===== src/rtl/inst_fetch_resp.sv =====
// inst_fetch_resp
//   Responder side of the PC fetch interface. Takes the fetch address and
//   enable from the PC stage. Fetches the instruction word from a
//   variable-latency instruction memory over a req/ack handshake. Returns
//   the word, tagged with its address, to the IF/ID boundary.
//
// Ports
//   clk          rising-edge clock
//   rst          asynchronous, active-low reset
//   pc           fetch address from the PC stage
//   ce           fetch enable from the PC stage
//   flush        branch redirect; abandon the current fetch
//   stall_req    combinational hold for the PC stage (its pc_stall)
//   mem_req      instruction-memory request (registered)
//   mem_addr     instruction-memory address (registered)
//   mem_ack      memory response valid, one-cycle pulse
//   mem_rdata    memory read data, valid with mem_ack
//   inst         fetched instruction (registered, held between pulses)
//   inst_pc      address of inst (registered, held between pulses)
//   inst_valid   one-cycle pulse marking inst / inst_pc valid
//   misalign_err one-cycle pulse with inst_valid for a misaligned pc
module inst_fetch_resp #(
  parameter int                ADDR_W   = 32,
  parameter int                DATA_W   = 32,
  parameter logic [DATA_W-1:0] NOP_INST = '0
) (
  input  logic              clk,
  input  logic              rst,
  input  logic [ADDR_W-1:0] pc,
  input  logic              ce,
  input  logic              flush,
  output logic              stall_req,
  output logic              mem_req,
  output logic [ADDR_W-1:0] mem_addr,
  input  logic              mem_ack,
  input  logic [DATA_W-1:0] mem_rdata,
  output logic [DATA_W-1:0] inst,
  output logic [ADDR_W-1:0] inst_pc,
  output logic              inst_valid,
  output logic              misalign_err
);

  // WAIT: request outstanding, data wanted.
  // DISCARD: request outstanding, data will be dropped. A request that
  // has been issued is never withdrawn, so the ack must still be consumed.
  typedef enum logic [1:0] {
    IDLE    = 2'd0,
    WAIT    = 2'd1,
    DISCARD = 2'd2
  } state_t;

  state_t state;
  state_t state_nxt;

  logic misaligned;
  logic do_issue;    // launch a memory request for pc
  logic do_capture;  // deliver mem_rdata as a valid instruction
  logic do_misal;    // report a misaligned fetch without touching memory
  logic do_release;  // ack consumed, drop mem_req

  assign misaligned = (pc[1:0] != 2'b00);

  // Next-state and per-cycle actions
  always_comb begin
    state_nxt  = state;
    do_issue   = 1'b0;
    do_capture = 1'b0;
    do_misal   = 1'b0;
    do_release = 1'b0;
    case (state)
      IDLE: begin
        // A stray mem_ack here (e.g. left over from before a reset) is ignored.
        if (ce && !flush) begin
          if (misaligned) begin
            do_misal = 1'b1;
          end else begin
            do_issue  = 1'b1;
            state_nxt = WAIT;
          end
        end
      end
      WAIT: begin
        if (mem_ack) begin
          do_release = 1'b1;
          state_nxt  = IDLE;
          // Redirect or disable in the ack cycle makes the data stale.
          if (ce && !flush) begin
            do_capture = 1'b1;
          end
        end else if (flush || !ce) begin
          state_nxt = DISCARD;
        end
      end
      DISCARD: begin
        if (mem_ack) begin
          do_release = 1'b1;
          state_nxt  = IDLE;
        end
      end
      default: begin
        state_nxt = IDLE;
      end
    endcase
  end

  // PC-stage hold. Misaligned pcs are reported without a memory access, so
  // the PC must not hold on them. In the WAIT ack cycle the PC advances so
  // the next address is ready when inst_valid pulses. flush always releases
  // the PC so it can load the branch target.
  always_comb begin
    stall_req = ce & ~flush;
    if (state == IDLE && misaligned) begin
      stall_req = 1'b0;
    end
    if (state == WAIT && mem_ack) begin
      stall_req = 1'b0;
    end
  end

  // State register
  always_ff @(posedge clk or negedge rst) begin
    if (!rst) begin
      state <= IDLE;
    end else begin
      state <= state_nxt;
    end
  end

  // Memory request side
  always_ff @(posedge clk or negedge rst) begin
    if (!rst) begin
      mem_req  <= 1'b0;
      mem_addr <= '0;
    end else begin
      if (do_issue) begin
        mem_req  <= 1'b1;
        mem_addr <= pc;
      end else if (do_release) begin
        mem_req  <= 1'b0;
      end
    end
  end

  // IF/ID result side
  always_ff @(posedge clk or negedge rst) begin
    if (!rst) begin
      inst         <= '0;
      inst_pc      <= '0;
      inst_valid   <= 1'b0;
      misalign_err <= 1'b0;
    end else begin
      inst_valid   <= do_capture | do_misal;
      misalign_err <= do_misal;
      if (do_capture) begin
        inst    <= mem_rdata;
        inst_pc <= mem_addr;
      end else if (do_misal) begin
        inst    <= NOP_INST;
        inst_pc <= pc;
      end
    end
  end

endmodule

===== config.mk =====
export PLATFORM = sky130hd
export DESIGN_NAME = inst_fetch_resp
export DESIGN_NICKNAME = d
export VERILOG_FILES = /design/src/rtl/inst_fetch_resp.sv
export SDC_FILE = /design/constraint.sdc
export NUM_CORES = 1
export LEC_CHECK = 0
export CORE_UTILIZATION = 44
export DETAILED_ROUTE_END_ITERATION = 8
export GPL_TIMING_DRIVEN = 0
export PLACE_DENSITY = 0.78
export SLEW_MARGIN = 20
export SYNTH_ARGS = -nofsm -noshare
export SYNTH_HDL_FRONTEND = slang
export SYNTH_SLANG_ARGS = --single-unit

===== constraint.sdc =====
create_clock -name clk -period 2.1 [get_ports clk]
set_input_delay 0.63 -clock clk [delete_from_list [all_inputs] [get_ports clk]]
set_output_delay 0.63 -clock clk [all_outputs]
set_load 0.01 [all_outputs]

Word level (Yosys, flattened, before mapping) --
Index checks and enable logic that the tools add are counted.
Storage, ports and cells: RAM bits 0, bits in latches 0, memories kept 0, register bits 101, output and inout port bits 100, ROM bits 0, word-level logic and storage cells 53, bits of input ports 69
Operators by class: eq/ne operators 6, reductions and logical operators 12, multipliers 0, mux-type cells 25, bitwise operators 3, div/mod/pow operators 0, order comparisons 0, $add $sub $neg 0, shift-type cells 0
Operators with widths (number):
- two-way mux 32 bit | 4
- two-way mux 1 bit | 15
- two-way mux 2 bit | 5
- != test 2 bit, second input constant | 3
- one-hot mux 2 bit (3 select lines) | 1
- nonzero test 2 bit | 3
- AND reduction 4 bit | 1
- logical AND 1 bit | 3
- != test 3 bit, second input constant | 1
- == test 2 x 1 -> 1 bit, second input constant | 1
- == test 2 bit, second input constant | 1
- zero test 1 bit | 2
- zero test 2 bit | 1
- OR reduction 2 bit | 1
- AND 1 bit | 1
- logical OR 1 bit | 1
- NOT 1 bit | 1
- bitwise OR 1 bit | 1

Longest topological paths before layout --
Gate-level depths: netlist (run 1).
word-level depth 6, depth in mapped cells 8, depth with buffers taken out 5

Worst setup path after synthesis (run 1) --
No wires, ideal clock.
kind input-to-output, start in flush, end out stall_req, cell stages on the path 4, arrival 1418 ps, required time 1470 ps, path buffers 2, path slack 52 ps, path through nand2b_1 > buf_2 > buf_2 > a211oi_1
Between the ends: cells in the longest elaborated chain, start to end 4
RTL lines:
- from (decl) | line 31 | input logic flush,
- NOT 1 bit | line 111 | stall_req = ce & ~flush;
- AND 1 bit | line 111
- two-way mux 1 bit | line 112 | if (state == IDLE && misaligned) begin
- two-way mux 1 bit | line 115 | if (state == WAIT && mem_ack) begin
- to (decl) | line 32 | output logic stall_req,
Every way passes these cells.

Worst setup path in the final report (run 1) --
start reg state[1], end out stall_req
Between the ends: cells in the longest elaborated chain, start to end 4, elaborated cells on any way between the ends 6, those cells by class eq/ne: 1; mux: 2; reduce/logical: 3
RTL lines:
- from (decl) | line 52 | state_t state;
- from (signal assigned) | line 125 | state <= state_nxt;
- zero test 2 bit | line 112
- logical AND 1 bit | line 112
- two-way mux 1 bit | line 112
- two-way mux 1 bit * | line 115
Mark *: on every way between the ends. The rest lies on a longest branch, timed or not.

==> impl_metrics.toml, run 1 <==
[die]
die_h_um = 103
start_util_pct = 45.7
core_um2 = 9860
die_w_um = 103
ios = 169
dieArea_um2 = 10700
rows = 36

[worst_setup_path]
crit_arrival_ns = 1.45
slowest_delay_ns = 0.39
r2r_setup_slack_ns = 0.16
crit_type = "reg2out"
cp.required_ns = 1.47
crit_path_max_fanout = 3
endpoint_kind = "primary output"
worst_setup_path_start_kind = "flip-flop"
path_cells = "inv_2 > ha_4 > o21a_4 > a211oi_2 > buf_2"
critPathSlowestCell = "dfrtp_1"

[clock_tree]
cts_tree = "built"
cts_max_level = 3
path_clk_slew_ns = 0.10
clk_latency_ns = 0.37
cts_max_path_buffers = 2
cts-root-buf = "clkbuf_8"
clock-sinks = 101
cts_buffers = 9

[routing]
wl_per_cell_um = 17.2
first_iter_violations = 186
routed_via_density = 5.33
first_pass_iters = 4
routed_wl_um = 12900
drtAntennaViolNets = 0
vias = 4005
drcViolationCount = 0

[layout]
nets = 686
layout_common_cells = "clkdlybuf4s50_1, dfrtp_1, nand2_1"
n_antenna_cell = 0
final_cells = 752
drive_gt1_share_pct = 14.2
post-route-util_pct = 67.8
syn_to_final_growth_pct = 48.3
layout_commonest_cell = "clkdlybuf4s50_1"

[sta]
slew_violations = 0
min_period_ns = 2.08
fmax_mhz = 481
worst_pin_slew_ns = 0.578
max_slew_margin_pct = 61.2
rsz0062_at_grt = "true"
final.setup.tns_ns = 0
clock_skew_ns = 0.0111
timing.final.hold_violations = 0
worst_slack_ns = 0.0190
setup_violations = 0
post-route-period-util_pct = 99.1

[global_route]
overflow = 0
grt_max_degree = 52
antenna_found_initial = 0
grt_usage_pct = 25.3
grt_pass1_vias = 4062
grt_pass1_wl_um = 20500

[placement]
gp_congestion = 0.808
portBuffers = 167
dp.cells = 729
place_ws_ns = -1.11
dp_hpwl_um = 9110

[pwr]
leakage_uw = 0.00289
ir_worst_vdd_uv = 520
powerDensity_nw_per_um2 = 1260
p_total_uw = 8410

[yosys]
syn-cell-area_um2 = 4510
synth_edf_count = 0
syn_nets = 500
ys.flop_type = "dfrtp_1"
async_flop_share_pct = 100
yosysTopAreaCell = "dfrtp_1"
ys_seq_area_share_pct = 56.0
synth_cell_types = 32
synth_area_leaders = "dfrtp_1, mux2_4, nand2_1"
avgSynthCellArea_um2 = 10.5
netlist_instances = 428
ys_ff_latch = 101
yosysWarnings = 0
netlist.area_leader.share_pct = 56.0

[status]
status = "completed"

[job]
cap_violations = 0

[min_path]
min_path_type = "in2async"
-- kinds of logic after synthesis --
group | share of synthesized area [%]
buf+inv | 4.47
fa+ha+maj | 0.832
flops | 56.0
mux | 9.74
compound gates | 10.6
simple gates | 18.4
-- stage by stage --
step / hold WS, ns / area (um2)
2_1_floorplan: 0.334 / 4510
3_3_place_gp: 0.465 / 6350
3_5_place_dp: 0.470 / 6380
4_1_cts: 0.210 / 6640
5_1_grt: 0.227 / 6690
6_report: 0.196 / 6690
-- registers in the layout (all words and copies together) (netlist names) --
signal and flops:
inst 32, inst_pc 32, mem_addr 32, state 2, inst_valid 1, mem_req 1, misalign_err 1
-- worst max-delay path, delay by kind of cell, from the launching register on --
| kind | cells | cell delay, ns |
|---|---|---|
| fa+ha+maj | 1 | 0.17 |
| flops | 1 | 0.39 |
| compound gates | 2 | 0.30 |
| buf+inv | 2 | 0.23 |
-- area by class of cell --
type | count | area [um2]
buffer | 37 | 190
clock buffer | 11 | 141
clock inverter | 5 | 60.1
fill | 772 | 3170
inverter | 3 | 11.3
multi-input combinational | 284 | 1830
sequential | 101 | 2530
tap | 133 | 166
timing repair buffer | 178 | 1770
-- cell usage after synthesis, drive strengths merged, types with 2 or more instances --
cell	number
buf	18
dfrtp	101
o211ai	30
o21ai	37
mux2	30
and2	2
nand2	101
a21oi	2
clkbuf	22
ha	3
inv	3
nand4	31
nor2	5
a22o	2
nand3	30
-- final timing paths --
path                                      start                       to  cells past startpoint
min                                         rst  inst_pc[17]$_DFFE_PN0P_                      1
max in group asynchronous                   rst  mem_addr[3]$_DFFE_PN0P_                      2
min in group clk            mem_req$_DFFE_PN0P_      mem_req$_DFFE_PN0P_                      2
max                        state[1]$_DFFE_PN0P_                stall_req                      5
min reg2reg                 mem_req$_DFFE_PN0P_      mem_req$_DFFE_PN0P_                      2
max reg2reg                state[0]$_DFFE_PN0P_     inst[16]$_DFFE_PN0P_                      7
-- where the power goes --
part | switching [uW] | internal [uW]
logic | 1640 | 2260
clock network | 681 | 587
registers | 535 | 2710
total | 2860 | 5560
-- layer usage --
layer / part of all wire, % / vias up / wire [um] / GRT usage (%)
met5: 0 / - / 0 / 0
met4: 1.1 / 0 / 143 / 8.56
met3: 8.3 / 12 / 1080 / 6.45
met2: 48 / 158 / 6150 / 40.6
met1: 43 / 1954 / 5570 / 33.7
li1: - / 1881 / - / -
-- repair_timing --
item | 4_1_cts | 5_1_grt
hold buffers | 0 | 0
pin swaps | 2 | 3
resized for setup | 31 | 7
setup endpoints to repair | 1 | 42
setup buffers | 6 | 4
No activity file was read; power rests on OpenSTA's default activity.
==> run 2: changes to the inputs <==
--- a/config.mk
+++ b/config.mk
@@ -5,10 +5,11 @@
 export SDC_FILE = /design/constraint.sdc
 export NUM_CORES = 1
 export LEC_CHECK = 0
+export ABC_CLOCK_PERIOD_IN_PS = 2100
 export CORE_UTILIZATION = 44
 export DETAILED_ROUTE_END_ITERATION = 8
 export GPL_TIMING_DRIVEN = 0
-export PLACE_DENSITY = 0.78
+export PLACE_DENSITY = 0.8
 export SLEW_MARGIN = 20
 export SYNTH_ARGS = -nofsm -noshare
 export SYNTH_HDL_FRONTEND = slang
==> impl_metrics.toml, run 2 (same netlist as run 1, synthesis figures left out) <==
[routing]
routed_via_density = 5.34
route.met2.wl_um = 6230
first_pass_iters = 4
top_layer = "met4"
wirelength_met1_um = 5670
drtAntennaViolNets = 0
wl_per_cell_um = 17.4
drcViolationCount = 0
routed_wl_um = 13100
met3_length_um = 996
vias = 4019
first_iter_violations = 173

[sta]
fmax_mhz = 488
clock_skew_ns = 0.0155
post-route-period-util_pct = 97.5
max_slew_margin_pct = 60.8
final.setup.tns_ns = 0
worst_slack_ns = 0.0516
setup_violations = 0
timing.final.hold_violations = 0
min_period_ns = 2.05
slew_violations = 0
rsz0062_at_grt = "true"
worst_pin_slew_ns = 0.584

[pwr]
power_switching_uw = 2880
powerDensity_nw_per_um2 = 1270
p_seq_share_pct = 38.1
internal_power_uw = 5650
leakage_uw = 0.00289
combPwrFrac_pct = 45.5
power.share.clock_pct = 16.4
p_total_uw = 8530
swShare_pct = 33.8
ir_worst_vdd_uv = 541

[layout]
final_cells = 752
post-route-util_pct = 68.0
layout_commonest_cell = "clkdlybuf4s50_1"
n_antenna_cell = 0
top_regs = "inst (32), inst_pc (32), mem_addr (32)"
layout_common_cells = "clkdlybuf4s50_1, dfrtp_1, nand2_1"
drive_gt1_share_pct = 14.2
nets = 686
syn_to_final_growth_pct = 48.6

[die]
core_um2 = 9860
dieArea_um2 = 10700
die_w_um = 103
ios = 169
die_h_um = 103
rows = 36
start_util_pct = 45.7

[worst_setup_path]
critPathBufInv = 3
path_delay_family = "buffers and inverters"
crit_path_max_fanout = 10
path_cells = "buf_2 > nand2b_4 > buf_8 > a211oi_2 > buf_2"
endpoint_kind = "primary output"
cp.required_ns = 1.47
crit_type = "in2out"
worst_setup_path_start_kind = "primary input"
crit_arrival_ns = 1.42
slowest_delay_ns = 0.18
critPathSlowestCell = "a211oi_2"
cp_common_cell = "buf_2"

[placement]
dp.cells = 729
dp_hpwl_um = 9160
portBuffers = 167
gp_congestion = 0.761
place_ws_ns = -1.14

[clock_tree]
cts_hold_buf = 0
cts_max_path_buffers = 2
cts_tree = "built"
cts_buffers = 9
clk_latency_ns = 0.38
path_clk_slew_ns = 0.11
cts_max_level = 3
clock-sinks = 101
cts-root-buf = "clkbuf_8"

[job]
cap_violations = 0

[min_path]
min_path_type = "in2async"

[global_route]
overflow = 0
grt_max_degree = 58
grt_pass1_wl_um = 20300
antenna_found_initial = 0
grt_pass1_vias = 4141
grt_usage_pct = 25.3

[status]
status = "completed"
## run 2: changes by cell type in the layout (fill, tap and decap cells not counted), sizes merged
cell | before | now
bufinv | 1 | 2
clkinvlp | 1 | 2
clkinv | 3 | 1
clkdlybuf4s15 | 2 | 1
buf | 31 | 32
## run 2: power by group through the flow
stage | registers [uW] | clock network (uW) | logic, uW
6_report | 3250 | 1400 | 3880
5_1_grt | 3340 | 1470 | 4200
4_1_cts | 3250 | 1400 | 3920
3_5_place_dp | 3280 | 0 | 3740
3_3_place_gp | 3230 | 0 | 3640
2_1_floorplan | 3550 | 0 | 1280
## run 2: through the flow
| step | hold slack, ns | instance area, um2 |
|---|---|---|
| floorplan | 0.334 | 4510 |
| global placement | 0.461 | 6350 |
| detailed placement | 0.475 | 6380 |
| CTS | 0.164 | 6690 |
| global route | 0.185 | 6700 |
| finish | 0.156 | 6700 |
## run 2: metal layers
layer	GRT usage (%)	vias to the layer above
met3	8.40	17
met5	0	-
li1	-	1873
met1	32.0	1985
met2	41.0	144
met4	8.56	0
## run 2: final timing paths
| check | startpoint | to | slack [ns] | cells past startpoint |
|---|---|---|---|---|
| setup reg to reg | state[0]$_DFFE_PN0P_ | inst_pc[7]$_DFFE_PN0P_ | 0.14 | 8 |
| min in group clk | mem_req$_DFFE_PN0P_ | mem_req$_DFFE_PN0P_ | 0.50 | 2 |
| max in group asynchronous | rst | inst_pc[26]$_DFFE_PN0P_ | 1.31 | 2 |
| hold / removal | rst | mem_addr[7]$_DFFE_PN0P_ | 0.16 | 1 |
| hold reg to reg | mem_req$_DFFE_PN0P_ | mem_req$_DFFE_PN0P_ | 0.50 | 2 |
| setup / recovery | flush | stall_req | 0.05 | 5 |
## run 2: worst register-to-register path, cell delays in order, from the launching register on
cell and delay [ns]:
dfrtp_1 0.41, buf_4 0.15, ha_4 0.16, buf_4 0.15
nand4b_1 0.20, buf_2 0.30, buf_2 0.28, nand4_1 0.12
nand3_1 0.13
## run 2: final cells by class
| type | count | area, um2 |
|---|---|---|
| fillers | 737 | 3160 |
| flip-flops and latches | 101 | 2530 |
| multi-input cells | 284 | 1830 |
| repair buffers | 179 | 1760 |
| plain buffers | 36 | 183 |
| well taps | 133 | 166 |
| clock buffers | 11 | 141 |
| clock inverters | 5 | 83.8 |
| inverters | 3 | 11.3 |
## run 2: timing repair
action,CTS,global route
setup buffers,6,5
hold endpoints to repair,0,0
resized for setup,34,6
endpoints found under the setup margin,1,4
pin swaps,2,2
